==> config.mk <==
export PLATFORM = sky130hd
export DESIGN_NAME = daq_event_builder_flat
export DESIGN_NICKNAME = d
export VERILOG_FILES = /design/src/rtl/daq_event_builder_if.sv /design/src/rtl/daq_event_builder.sv /design/src/flat_wrapper.sv
export SDC_FILE = /design/constraint.sdc
export NUM_CORES = 1
export LEC_CHECK = 0
export CAP_MARGIN = 10
export CORE_ASPECT_RATIO = 0.75
export CORE_MARGIN = 5
export CORE_UTILIZATION = 44
export DETAILED_ROUTE_END_ITERATION = 12
export GPL_TIMING_DRIVEN = 0
export PLACE_DENSITY = 0.87
export SLEW_MARGIN = 20
export SYNTH_ARGS = -nofsm -noshare
export SYNTH_HDL_FRONTEND = slang
export SYNTH_SLANG_ARGS = --single-unit
==> constraint.sdc <==
create_clock -name axis_clk -period 2.4 [get_ports axis_clk]
set_input_delay 0.36 -clock axis_clk [delete_from_list [all_inputs] [get_ports axis_clk]]
set_output_delay 0.36 -clock axis_clk [all_outputs]
set_load 0.02 [all_outputs]
==> src/rtl/daq_event_builder_if.sv <==
// Channel-stream and DAQ-link signals of the event builder.
// The master modport is the event builder itself: it sinks the channel
// AXI4-streams and sources EventData towards the DAQ link. The slave
// modport is the surrounding logic (channel FPGAs and the DAQ link).
interface daq_event_builder_if #(
  parameter int N_CHAN = 5
);
  logic [N_CHAN-1:0]    s_axis_tvalid;
  logic [32*N_CHAN-1:0] s_axis_tdata;
  logic [N_CHAN-1:0]    s_axis_tlast;
  logic [N_CHAN-1:0]    s_axis_tready;
  logic                 daq_ready;
  logic                 daq_almost_full;
  logic                 daq_valid;
  logic                 daq_header;
  logic                 daq_trailer;
  logic [63:0]          daq_data;

  modport master (
    input  s_axis_tvalid, s_axis_tdata, s_axis_tlast, daq_ready, daq_almost_full,
    output s_axis_tready, daq_valid, daq_header, daq_trailer, daq_data
  );

  modport slave (
    output s_axis_tvalid, s_axis_tdata, s_axis_tlast, daq_ready, daq_almost_full,
    input  s_axis_tready, daq_valid, daq_header, daq_trailer, daq_data
  );
endinterface

==> src/rtl/daq_event_builder.sv <==
// Event builder: waits for a packet on every enabled channel, then emits a
// header word, each enabled channel's packet (ascending channel order, two
// 32-bit beats per 64-bit word) and a trailer word on the DAQ link.
module daq_event_builder #(
  parameter int N_CHAN         = 5,
  parameter int TIMEOUT_CYCLES = 1024
) (
  input  logic              axis_clk,
  input  logic              axis_clk_resetN,
  input  logic [N_CHAN-1:0] chan_en,
  daq_event_builder_if.master bus,
  output logic [23:0]       evt_num,
  output logic              busy
);

  localparam int CW = (N_CHAN > 1) ? $clog2(N_CHAN) : 1;
  localparam int TW = (TIMEOUT_CYCLES > 2) ? $clog2(TIMEOUT_CYCLES) : 1;

  typedef enum logic [1:0] {IDLE, HDR, PAY, TRL} state_t;

  typedef struct packed {
    logic          found;
    logic [CW-1:0] idx;
  } pick_t;

  // Lowest set bit of mask strictly above position 'above' (-1 = lowest overall).
  function automatic pick_t next_chan(input logic [N_CHAN-1:0] mask, input int above);
    pick_t p;
    p = '0;
    for (int i = N_CHAN - 1; i >= 0; i--) begin
      if (mask[i] && i > above) begin
        p.found = 1'b1;
        p.idx   = CW'(i);
      end
    end
    return p;
  endfunction

  state_t            state;
  logic [N_CHAN-1:0] en_l;
  logic [N_CHAN-1:0] err_mask;
  logic [19:0]       word_cnt;
  logic [CW-1:0]     cur;
  logic [31:0]       hold_r;
  logic              hold_v;
  logic [TW-1:0]     idle_cnt;

  logic        go;
  logic        cur_valid;
  logic        cur_last;
  logic [31:0] cur_data;
  logic        accept;
  logic        timeout;
  logic        pay_emit;
  logic [63:0] pay_word;
  logic [19:0] cnt_inc;
  logic [23:0] evt_inc;
  pick_t       first;
  pick_t       nxt;

  assign go      = bus.daq_ready & ~bus.daq_almost_full;
  assign busy    = (state != IDLE);
  assign cnt_inc = (word_cnt == 20'hFFFFF) ? word_cnt : word_cnt + 20'd1;
  assign evt_inc = evt_num + 24'd1;

  // Current-channel selection, handshake and payload packing decisions.
  always_comb begin
    // NOTE: every signal written here gets a default first so no latch is inferred.
    bus.s_axis_tready = '0;
    first     = next_chan(en_l, -1);
    nxt       = next_chan(en_l, int'(cur));
    cur_valid = bus.s_axis_tvalid[cur];
    cur_last  = bus.s_axis_tlast[cur];
    cur_data  = bus.s_axis_tdata[32*cur +: 32];
    if (state == PAY && go) bus.s_axis_tready[cur] = 1'b1;
    accept   = (state == PAY) && go && cur_valid;
    timeout  = (state == PAY) && go && !cur_valid && (idle_cnt == TW'(TIMEOUT_CYCLES - 1));
    pay_emit = (accept && (hold_v || cur_last)) || (timeout && hold_v);
    pay_word = accept ? (hold_v ? {cur_data, hold_r} : {32'h0, cur_data}) : {32'h0, hold_r};
  end

  // Event FSM with registered DAQ outputs.
  always_ff @(posedge axis_clk) begin
    // NOTE: reset is synchronous; a reset mid-event drops the partial hold word and emits no trailer.
    if (!axis_clk_resetN) begin
      state           <= IDLE;
      en_l            <= '0;
      err_mask        <= '0;
      word_cnt        <= '0;
      evt_num         <= '0;
      cur             <= '0;
      hold_r          <= '0;
      hold_v          <= 1'b0;
      idle_cnt        <= '0;
      bus.daq_valid   <= 1'b0;
      bus.daq_header  <= 1'b0;
      bus.daq_trailer <= 1'b0;
      bus.daq_data    <= '0;
    end else begin
      bus.daq_valid   <= 1'b0;
      bus.daq_header  <= 1'b0;
      bus.daq_trailer <= 1'b0;
      unique case (state)
        IDLE: begin
          if (chan_en != '0 && (bus.s_axis_tvalid & chan_en) == chan_en) begin
            en_l     <= chan_en;
            err_mask <= '0;
            word_cnt <= '0;
            state    <= HDR;
          end
        end
        HDR: begin
          if (go) begin
            bus.daq_valid  <= 1'b1;
            bus.daq_header <= 1'b1;
            bus.daq_data   <= {8'h00, evt_inc, 16'h0000, 16'(en_l)};
            word_cnt       <= 20'd1;
            cur            <= first.idx;
            hold_v         <= 1'b0;
            idle_cnt       <= '0;
            state          <= PAY;
          end
        end
        PAY: begin
          if (pay_emit) begin
            bus.daq_valid <= 1'b1;
            bus.daq_data  <= pay_word;
            word_cnt      <= cnt_inc;
          end
          if (accept) begin
            idle_cnt <= '0;
            hold_v   <= !hold_v && !cur_last;
            if (!hold_v) hold_r <= cur_data;
          end else if (timeout) begin
            err_mask[cur] <= 1'b1;
            hold_v        <= 1'b0;
            idle_cnt      <= '0;
          end else if (go) begin
            idle_cnt <= idle_cnt + 1'b1;
          end
          if ((accept && cur_last) || timeout) begin
            if (nxt.found) cur <= nxt.idx;
            else           state <= TRL;
          end
        end
        TRL: begin
          if (go) begin
            bus.daq_valid   <= 1'b1;
            bus.daq_trailer <= 1'b1;
            bus.daq_data    <= {evt_inc[7:0], 16'(err_mask), 20'h0, cnt_inc};
            evt_num         <= evt_inc;
            state           <= IDLE;
          end
        end
        default: state <= IDLE;
      endcase
    end
  end

endmodule

==> src/flat_wrapper.sv <==
// flat-port wrapper written by rule: the top's interface ports become plain ports
module daq_event_builder_flat 
#(
  parameter int N_CHAN         = 5,
  parameter int TIMEOUT_CYCLES = 1024
)
  (axis_clk, axis_clk_resetN, chan_en, evt_num, busy, bus_s_axis_tvalid, bus_s_axis_tdata, bus_s_axis_tlast, bus_daq_ready, bus_daq_almost_full, bus_s_axis_tready, bus_daq_valid, bus_daq_header, bus_daq_trailer, bus_daq_data);
  daq_event_builder_if #(.N_CHAN(N_CHAN)) bus_i ();
  input  logic axis_clk;
  input  logic axis_clk_resetN;
  input  logic [N_CHAN-1:0] chan_en;
  output logic [23:0] evt_num;
  output logic busy;
  input wire logic [$bits(bus_i.s_axis_tvalid)-1:0] bus_s_axis_tvalid;
  input wire logic [$bits(bus_i.s_axis_tdata)-1:0] bus_s_axis_tdata;
  input wire logic [$bits(bus_i.s_axis_tlast)-1:0] bus_s_axis_tlast;
  input wire logic [$bits(bus_i.daq_ready)-1:0] bus_daq_ready;
  input wire logic [$bits(bus_i.daq_almost_full)-1:0] bus_daq_almost_full;
  output wire logic [$bits(bus_i.s_axis_tready)-1:0] bus_s_axis_tready;
  output wire logic [$bits(bus_i.daq_valid)-1:0] bus_daq_valid;
  output wire logic [$bits(bus_i.daq_header)-1:0] bus_daq_header;
  output wire logic [$bits(bus_i.daq_trailer)-1:0] bus_daq_trailer;
  output wire logic [$bits(bus_i.daq_data)-1:0] bus_daq_data;
  assign bus_i.s_axis_tvalid = bus_s_axis_tvalid;
  assign bus_i.s_axis_tdata = bus_s_axis_tdata;
  assign bus_i.s_axis_tlast = bus_s_axis_tlast;
  assign bus_i.daq_ready = bus_daq_ready;
  assign bus_i.daq_almost_full = bus_daq_almost_full;
  assign bus_s_axis_tready = bus_i.s_axis_tready;
  assign bus_daq_valid = bus_i.daq_valid;
  assign bus_daq_header = bus_i.daq_header;
  assign bus_daq_trailer = bus_i.daq_trailer;
  assign bus_daq_data = bus_i.daq_data;
  daq_event_builder #(.N_CHAN(N_CHAN), .TIMEOUT_CYCLES(TIMEOUT_CYCLES)) u_core (.axis_clk(axis_clk), .axis_clk_resetN(axis_clk_resetN), .chan_en(chan_en), .bus(bus_i), .evt_num(evt_num), .busy(busy));
endmodule
# Word level (Yosys, flattened, before mapping)
# Cells that the tools add are included.
word_totals:
  register_bits: 169
  latchBits: 0
  ramBits: 0
  mem_bits_ro: 0
  out_inout_bits: 97
  wordCells: 138
  memories: 0
op_classes:
  add_sub_neg: 3
  multipliers: 0
  div: 0
  n_lt_le_gt_ge: 6
  n_eq_ne: 17
  shifts: 1
  mux: 53
  bitwise_logic: 5
  reduce_logical: 40
ops:
  columns: ["op", "n"]
  rows:
  - ["two-way mux 64 bit", 5]
  - ["case mux 64 bit (3 select lines)", 1]
  - ["variable part select 160 x 9 -> 32 bit", 1]
  - ["two-way mux 20 bit", 4]
  - ["case mux 20 bit (3 select lines)", 1]
  - ["two-way mux 10 bit", 4]
  - ["adder 24 x 1 -> 24 bit (second input constant)", 1]
  - ["two-way mux 3 bit", 8]
  - ["adder 20 x 1 -> 20 bit (second input constant)", 1]
  - ["equality test 20 bit (second input constant)", 1]
  - ["two-way mux 5 bit", 4]
  - ["case mux 10 bit (2 select lines)", 1]
  - ["two-way mux 4 bit", 4]
  - ["AND reduction 4 bit", 4]
  - ["logical AND 1 bit", 14]
  - ["inequality test 2 x 1 -> 1 bit (second input constant)", 6]
  - ["adder 10 x 1 -> 10 bit (second input constant)", 1]
  - ["equality test 10 bit (second input constant)", 1]
  - ["two-way mux 2 bit", 5]
  - ["case mux 5 bit (2 select lines)", 1]
  - ["AND reduction 3 bit", 3]
  - ["two-way mux 1 bit", 8]
  - ["case mux 2 bit (4 select lines)", 1]
  - ["AND reduction 2 bit", 4]
  - ["27 further kinds", 41]

# Longest topological paths before layout
# Gate-level depths: netlist of the first run.
depth:
  ltp_word: 9
  ltp_mapped: 11
  depth_no_buf: 8

# Worst setup path before layout of the first run
# Ideal clock, no wire load.
synth_path:
  path_type: "reg-to-output"
  startpoint: "reg u_core.cur[2]"
  endpoint: "out bus_s_axis_tready[4]"
  arrival_ns: 2.069
  t_required_ns: 2.040
  path_slack_ns: -0.029
  stages_incl_launch_ff: 6
  path_buffers: 4
  cell_sequence: "dfxtp_1 > buf_6 > buf_2 > buf_2 > clkbuf_1 > nor4b_1"
synth_between:
  elab_chain_cells: 5
  word_cells_on_any_way: 6
  classes_between: "order compare (2); mux (3); reduce/logical (1)"
synth_rtl:
  columns: ["element", "line", "rtl"]
  rows:
  - ["start, declared", "daq_event_builder.sv:43", "logic [CW-1:0] cur;"]
  - ["start signal, assigned", "daq_event_builder.sv:118", "cur <= first.idx;"]
  - ["start signal, assigned", "daq_event_builder.sv:142", "if (nxt.found) cur <= nxt.idx;"]
  - ["less-than comparator 3 x 4 -> 1 bit (implied by the code) / >= comparator 3 x 1 -> 1 bit (equally long branches)", "daq_event_builder.sv:75", "if (state == PAY && go) bus.s_axis_tready[cur] = 1'b1;"]
  - ["logical AND 1 bit (implied by the code)", "daq_event_builder.sv:75", null]
  - ["two-way mux 1 bit (implied by the code)", "daq_event_builder.sv:75", null]
  - ["demux 1 bit (select 3 bit) *", null, null]
  - ["two-way mux 5 bit *", "daq_event_builder.sv:75", null]
  - ["end, declared", "flat_wrapper.sv:19", "output wire logic [$bits(bus_i.s_axis_tready)-1:0] bus_s_axis_tready;"]
# Every way passes the cells marked *; elsewhere a longest branch is shown, timed or not.

# Worst setup path in the final report of the first run
layout_path:
  startpoint: "reg u_core.cur[2]"
  endpoint: "reg u_core.word_cnt[2]"
layout_between:
  elab_chain_cells: 9
  word_cells_on_any_way: 14
  classes_between: "eq/ne (1); mux (4); reduce/logical (9)"
layout_rtl:
  columns: ["element", "line", "rtl"]
  rows:
  - ["binary-select mux 1 bit (select 3 bit)", "daq_event_builder.sv:72", "cur_valid = bus.s_axis_tvalid[cur];"]
  - ["two-way mux 1 bit (implied by the code)", "daq_event_builder.sv:72", null]
  - ["logical NOT 1 bit", "daq_event_builder.sv:77", "timeout = (state == PAY) && go && !cur_valid && (idle_cnt == TW'(TIMEOUT_CYCLES - 1));"]
  - ["logical AND 1 bit (2 in a row)", "daq_event_builder.sv:77", null]
  - ["logical AND 1 bit", "daq_event_builder.sv:78", "pay_emit = (accept && (hold_v || cur_last)) || (timeout && hold_v);"]
  - ["logical OR 1 bit *", "daq_event_builder.sv:78", null]
  - ["inequality test 2 x 1 -> 1 bit (no line) *", null, null]
  - ["AND reduction 4 bit (no line) *", null, null]
  - ["end signal, assigned", "daq_event_builder.sv:128", "word_cnt <= cnt_inc;"]
  - ["end, declared", "daq_event_builder.sv:42", "logic [19:0] word_cnt;"]
# Every way passes the cells marked *; elsewhere a longest branch is shown, timed or not. The select of a mux whose other input is x is not followed.
# A chain may end at the register's enable or synchronous reset.

==> results of run 1 <==
-- layout make-up --
class / instances / area, um^2 / area share, %
antenna: 7 / 17.5 / 0.118
buffer: 103 / 602 / 4.04
clock buffer: 18 / 439 / 2.95
clock inverter: 14 / 184 / 1.23
inverter: 19 / 78.8 / 0.529
multi-input combinational: 959 / 6720 / 45.1
sequential: 169 / 3400 / 22.8
tap: 294 / 368 / 2.47
timing repair buffer: 317 / 3090 / 20.8
-- cell families after synthesis --
kind of cell               after synthesis
buffers and inverters                  132
AOI/OAI and AO/OA                      422
muxes                                   85
adders and majority gates                7
xor gates and xnor gates                56
DFF                                    169
and+or+nand+nor                        389
-- per-stage QoR --
step                      instance area (um^2)  setup WS [ns]  hold WS (ns)
after floorplan                          10000         0.0228         0.437
after global placement                   13100          -1.04         0.453
after detailed placement                 13100          -1.04         0.466
after CTS                                14500        -0.0570         0.472
after global routing                     14900         -0.115         0.490
final                                    14900        -0.0363         0.479
-- worst max-delay path by stage --
stage | startpoint | endpoint | depth (start not counted)
4_1_cts | u_core.state[0] | u_core.bus.daq_data[11] | 10
5_1_grt | u_core.evt_num[2] | u_core.bus.daq_data[51] | 6
3_5_place_dp | bus_daq_ready | u_core.bus.daq_data[31] | 8
6_report | u_core.cur[2] | u_core.word_cnt[2] | 7
2_1_floorplan | u_core.evt_num[0] | u_core.bus.daq_data[54] | 7
3_3_place_gp | bus_daq_ready | u_core.bus.daq_data[31] | 8
-- worst max-delay path: stages (launching register included) --
cell      delay, ns
dfxtp_4        0.37
nand2b_4       0.19
or2_1          0.35
a41o_2         0.29
or4_4          0.64
buf_8          0.20
o211ai_2       0.16
o41ai_1        0.09
-- what timing repair did --
action                     in CTS  in global routing
hold buffers                    0                  0
pin swaps                      18                 22
gates cloned                    1                  0
setup endpoints to repair     154                126
buffers inserted               26                 15
gates resized for setup       194                128
-- synth_stat cells (20+ instances only) --
cell type  number
o22ai_1        20
xor2_1         22
o21ai_0        93
nor3_1         44
a211oi_1       42
mux2i_1        76
clkbuf_1       93
nand2_1        76
dfxtp_1       169
a21oi_1       118
nand4_1        24
nor2_1        129
xnor2_1        34
o2bb2ai_1      28
nand3_1        36
-- metal layers --
metal / part of all wire, % / vias to the layer above / GRT usage, %
met5: 0.074 / - / 0
met4: 4.0 / 4 / 11.2
met3: 14 / 139 / 10.9
met2: 45 / 902 / 53.3
met1: 37 / 5686 / 43.4
li1: - / 5348 / -
-- flip-flops by register name, indices dropped and copies added, names as in the netlist --
signal	flops
u_core.bus.daq_data	64
u_core.bus.daq_header	1
u_core.bus.daq_trailer	1
u_core.bus.daq_valid	1
u_core.cur	3
u_core.en_l	5
u_core.err_mask	5
u_core.evt_num	24
u_core.hold_r	32
u_core.hold_v	1
u_core.idle_cnt	10
u_core.state	2
u_core.word_cnt	20
-- power by group through the flow --
| stage | combinational (mW) | clock, mW | sequential (mW) |
|---|---|---|---|
| after floorplan | 2.43 | 0 | 3.83 |
| after global placement | 4.78 | 0 | 3.53 |
| after detailed placement | 4.86 | 0 | 3.53 |
| after CTS | 5.50 | 2.95 | 3.48 |
| after global routing | 6.22 | 3.10 | 3.53 |
| final | 5.95 | 2.96 | 3.50 |
==> summary.txt, run 1 <==
Synth
  • Post-synthesis xor/xnor area fraction: 4.91%
  • Syn Area/Cell: 7.93 um^2
  • Async set or reset register ratio after synthesis: 0%
  • Post-Syn Area: 9990 um^2
  • Synth top area share: 33.9%
  • Yosys cell types: 71
  • Post-Synthesis Cells: 1,260
  • Synth Flop Type: dfxtp_1
  • Synth Net Count: 1,446
  • Multiplexer share of the synthesized area: 8.63%
  • Area contributors post-synth: dfxtp_1 34%, mux2i_1 7.6%, a21oi_1 5.9%, nor2_1 4.8%, o21ai_0 4.7%
  • Largest family of logic cells by synthesized area: compound AO/OA/AOI/OAI gates
  • Post-synth EDFFs: 0
  • Syn. warnings: 0
  • Yosys top cell by area: dfxtp_1
  • Post-synthesis compound-gate area fraction: 27.7%
  • Post-synthesis adder-cell area fraction: 0.876%
  • Register area share after synthesis: 33.9%
  • Synth Area in Simple Gates: 18.7%
  • Post-synthesis register bit count: 169

Worst setup path
  • Worst-path maximum fanout: 6
  • CP Capture Type: register
  • WP data arrival: 2.75 ns
  • RR Endpoint: u_core.word_cnt[2]
  • Worst reg2reg startpoint: u_core.cur[2]
  • R2R Setup Slk: -0.04 ns
  • R2R depth: 7
  • Worst Path Required: 2.71 ns
  • Kind of critical path: reg2reg
  • CP Launch Type: register

Final layout
  • Final nets: 1,772
  • Commonest non-fill, non-tap cell in the layout: clkdlybuf4s50_1
  • Final core utilization: 67.0%
  • P&R area growth vs syn: 49.1%
  • Fill cell count: 1,836
  • Share of layout cells above drive strength 1: 16.8%
  • Final std cells w/o fill: 1,900
  • Commonest non-fill, non-tap cells in the layout: 269 x clkdlybuf4s50_1, 155 x dfxtp_1, 119 x nor2_1, 111 x a21oi_1, 74 x mux2i_1

Global routing
  • GRT Total Usage: 33.6%
  • Vias in the first global route: 11,600
  • Largest net degree at the start of global routing: 17
  • Initial antenna violation count: 7
  • First-pass GRT wire length: 67,900 um
  • Grt total ovfl: 0

Power
  • Sw frac: 41.0%
  • Flop pwr share: 28.2%
  • Maximum VDD drop: 0.508 mV
  • Total Power: 12.4 mW
  • Net Sw Power: 5.09 mW
  • Leakage: 5.25 nW
  • Combinational Power Share: 47.9%
  • Pint: 7.33 mW
  • Clock power frac: 23.9%
  • Pwr/cell area: 833 nW/um^2

Timing
  • F_max: 410 MHz
  • Fin worst setup slack: -0.0363 ns
  • Final Setup Violations: 5
  • Worst-Margin Slew: 1.05 ns
  • Fin crit share: 102%
  • TNS Setup: -0.125 ns
  • Slew Viols, Final: 0
  • Unrepaired setup endpoints after global routing: yes
  • Hold Violations, Final: 0
  • Fin Clk Skew: 0.00833 ns
  • Slew margin rel.: 30.1%
  • Min Tclk post-route: 2.44 ns

Min path
  • Hold WC Path Type: reg2reg
  • End of the worst hold path: u_core.bus.daq_data[31]
  • Hold Crit Start: u_core.bus.daq_data[31]
  • Worst hold path depth: 2

Detailed routing
  • Routed Antenna Nets: 0
  • Initial DRC Count: 1,818
  • Vias: 12,100
  • First-pass detailed-route iteration total: 8
  • Drc violations: 0
  • Final wirelength: 46,100 um
  • Via density: 6.36
  • Mean routed wirelength per cell: 24.3 um

Clocking
  • Clock buffer depth: 2
  • Clock slew seen by the registers of the worst setup and hold paths: 0.07 ns
  • Clock sink count: 169
  • H-Tree Depth: 4
  • CTS Root Buffer Type: clkbuf_16
  • CTS tree: done
  • Clock Latency Late Sink: 0.44 ns
  • TritonCTS Buffers: 17

Floorplan
  • Num rows: 47
  • Core Footprint: 22,200 um^2
  • IO Count: 276
  • Starting Density: 45.0%
  • Die area: 25,900 um^2
  • Die Height: 141 um
  • Die width: 184 um

Placed design
  • I/O Buffers: 275
  • Post-DP HPWL: 35,100 um
  • RePlAce Congestion: 0.987
  • Placed cell count: 1,829

Outcome
  • Status: finished with violations
  • Failing checks: negative setup slack

Run
  • MaxCap Viol Count: 0
No activity file was read; power rests on OpenSTA's default activity.
==> run 2: changes to the inputs <==
--- a/config.mk
+++ b/config.mk
@@ -8,10 +8,11 @@
 export CAP_MARGIN = 10
 export CORE_ASPECT_RATIO = 0.75
 export CORE_MARGIN = 5
-export CORE_UTILIZATION = 44
+export CORE_UTILIZATION = 45
+export CTS_BUF_LIST = sky130_fd_sc_hd__clkbuf_4
 export DETAILED_ROUTE_END_ITERATION = 12
 export GPL_TIMING_DRIVEN = 0
-export PLACE_DENSITY = 0.87
+export PLACE_DENSITY = 0.89
 export SLEW_MARGIN = 20
 export SYNTH_ARGS = -nofsm -noshare
 export SYNTH_HDL_FRONTEND = slang
==> summary.txt, run 2 (synthesized netlist as in run 1, its figures left out) <==
Floorplan
  • Die width: 182 um (-1.1%)
  • Num rows: 47 (unchanged)
  • Die area: 25,300 um^2 (-2.1%)
  • Core Footprint: 21,900 um^2 (-1.3%)
  • Starting Density: 45.6% (+0.60 points)
  • Die Height: 139 um (-1.0%)
  • IO Count: 276 (unchanged)

Final layout
  • Reg area: 3420 um^2 (+0.37%)
  • Biggest register: u_core.bus.daq_data
  • Number of flip-flops in the largest register: 64 (unchanged)
  • Final instance area: 14,400 um^2 (-3.3%)
  • Largest registers: u_core.bus.daq_data (64), u_core.hold_r (32), u_core.evt_num (24)
  • Final nets: 1,776 (+0.23%)
  • P&R area growth vs syn: 44.2%
  • Fill cell count: 1,913 (+4.2%)
  • Commonest non-fill, non-tap cells in the layout: 269 x clkdlybuf4s50_1, 157 x dfxtp_1, 119 x nor2_1, 116 x a21oi_1, 74 x mux2i_1
  • Share of layout cells above drive strength 1: 15.4% (-1.5 points)
  • Commonest non-fill, non-tap cell in the layout: clkdlybuf4s50_1
  • Multi-input gate area: 6600 um^2 (-1.7%)

Power
  • Pwr/cell area: 740 nW/um^2 (-11%)
  • Total Power: 10.7 mW (-14%)
  • Maximum VDD drop: 0.370 mV (-27%)
  • Leakage: 5.03 nW (-4.2%)

Timing
  • Min Tclk post-route: 2.41 ns (-0.0254 ns)
  • Worst-Margin Slew: 0.977 ns (-0.0713 ns)
  • Hold Violations, Final: 0 (unchanged)
  • Slew Viols, Final: 0 (unchanged)
  • F_max: 415 MHz (+1.1%)
  • Fin worst setup slack: -0.0109 ns (+0.0254 ns)
  • Unrepaired setup endpoints after global routing: yes
  • Fin crit share: 100% (-1.1 points)
  • Final Setup Violations: 1 (-4)
  • Fin Clk Skew: 0.0280 ns (+0.0197 ns)
  • Slew margin rel.: 34.9% (+4.8 points)

Worst setup path
  • WP data arrival: 2.87 ns (+0.12 ns)
  • Worst Path Required: 2.86 ns (+0.15 ns)
  • CP Launch Type: register
  • Worst-path maximum fanout: 10 (+4)
  • CP Capture Type: register
  • R2R Setup Slk: -0.01 ns (+0.03 ns)
  • R2R depth: 8 (+1)
  • Kind of critical path: reg2reg
  • Worst reg2reg startpoint: u_core.cur[2]
  • RR Endpoint: u_core.word_cnt[8]

Clocking
  • Clock buffer depth: 2 (unchanged)
  • Clock slew seen by the registers of the worst setup and hold paths: 0.15 ns (+0.08 ns)
  • Clock sink count: 169 (unchanged)
  • Clock Latency Late Sink: 0.60 ns (+0.16 ns)
  • TritonCTS Buffers: 17 (unchanged)
  • CTS tree: done
  • CTS Root Buffer Type: clkbuf_4
  • H-Tree Depth: 4 (unchanged)
  • Hold buffer count at cts: 0 (unchanged)

Outcome
  • Status: finished with violations
  • Failing checks: negative setup slack

Detailed routing
  • Via density: 6.30 (-0.84%)
  • Drc violations: 0 (unchanged)
  • First-pass detailed-route iteration total: 8 (unchanged)
  • Vias: 12,000 (-0.63%)
  • Routed Antenna Nets: 0 (unchanged)
  • Initial DRC Count: 1,426 (-22%)
  • Mean routed wirelength per cell: 23.5 um (-3.1%)
  • Final wirelength: 44,800 um (-2.9%)

Min path
  • Worst hold path depth: 3 (+1)
  • End of the worst hold path: u_core.en_l[1]
  • Hold WC Path Type: in2reg
  • Hold Crit Start: chan_en[1]

Global routing
  • GRT Total Usage: 33.1% (-0.50 points)
  • First-pass GRT wire length: 65,500 um (-3.5%)
  • Initial antenna violation count: 8 (+1)
  • Grt total ovfl: 0 (unchanged)
  • Largest net degree at the start of global routing: 17 (unchanged)
  • Vias in the first global route: 11,000 (-4.8%)

Placed design
  • Placed Area: 13,100 um^2 (unchanged)
  • Post-DP HPWL: 34,800 um (-0.83%)
  • I/O Buffers: 275 (unchanged)
  • RePlAce Congestion: 0.992 (+0.50%)

Run
  • MaxCap Viol Count: 0 (unchanged)
## run 2: changes by cell type in the layout (fill, tap and decap cells not counted), moves of 3 or more
cell / before / now
clkinv_4: 3 / 0
o21ai_2: 18 / 12
clkbuf_2: 23 / 28
clkbuf_16: 17 / 1
buf_2: 12 / 8
dfxtp_4: 1 / 7
o21ai_0: 66 / 72
clkbuf_4: 10 / 21
clkbuf_1: 40 / 48
a21oi_2: 6 / 2
dfxtp_2: 13 / 5
a21oi_1: 111 / 116
## run 2: how the worst max path moves through the flow
stage	startpoint	end	slack, ns	cells after the start
3_5_place_dp	bus_daq_ready	u_core.bus.daq_data[22]	-1.03	8
3_3_place_gp	bus_daq_ready	u_core.bus.daq_data[22]	-0.96	8
6_report	u_core.cur[2]	u_core.word_cnt[8]	-0.01	8
4_1_cts	u_core.state[0]	bus_s_axis_tready[4]	-0.04	8
2_1_floorplan	u_core.evt_num[0]	u_core.bus.daq_data[54]	0.02	7
5_1_grt	u_core.cur[2]	u_core.word_cnt[2]	-0.07	9
## run 2: layout make-up
type / instances / share of cell area [%]
antenna: 8 / 0.139
timing repair buffer: 321 / 21.6
buffer: 103 / 4.04
multi-input combinational: 959 / 45.8
inverter: 19 / 0.495
sequential: 169 / 23.7
clock buffer: 17 / 0.885
tap: 294 / 2.55
clock inverter: 14 / 0.859
## run 2: through the flow
| step | hold WS, ns | setup WS [ns] | TNS, ns | utilization [%] | cells |
|---|---|---|---|---|---|
| after floorplan | 0.437 | 0.0228 | 0 | - | 1260 |
| after global placement | 0.451 | -0.961 | -84.18 | 59.8 | 1829 |
| after detailed placement | 0.468 | -1.03 | -86.87 | 59.8 | 1829 |
| after CTS | 0.416 | -0.0368 | -0.0391 | 63.9 | 1877 |
| after global routing | 0.418 | -0.0668 | -0.396 | 65.7 | 1904 |
| final | 0.432 | -0.0109 | -0.0109 | 65.7 | 1904 |
## run 2: critical path, cell delays in order (launching register included)
cell	delay (ns)
dfxtp_4	0.40
nand2b_4	0.19
or2_1	0.34
a41o_1	0.28
or4_4	0.54
buf_6	0.16
buf_8	0.15
o211ai_2	0.15
o41ai_1	0.09
## run 2: per-layer routing
layer,GRT usage (%),part of all wire [%]
met4,12.3,4.2
met3,11.9,14
met1,41.7,37
met2,52.3,45
met5,0,0
## run 2: what timing repair did
action,CTS,global route
pin swaps,13,19
cloned,0,1
resized for setup,194,77
setup buffers,23,22
setup endpoints to repair,148,102
## run 2: where the power goes
| part | internal [mW] | switching (mW) |
|---|---|---|
| Clock | 0.513 | 1.09 |
| Combinational | 2.21 | 3.34 |
| Sequential | 3.20 | 0.307 |
| Total | 5.92 | 4.74 |
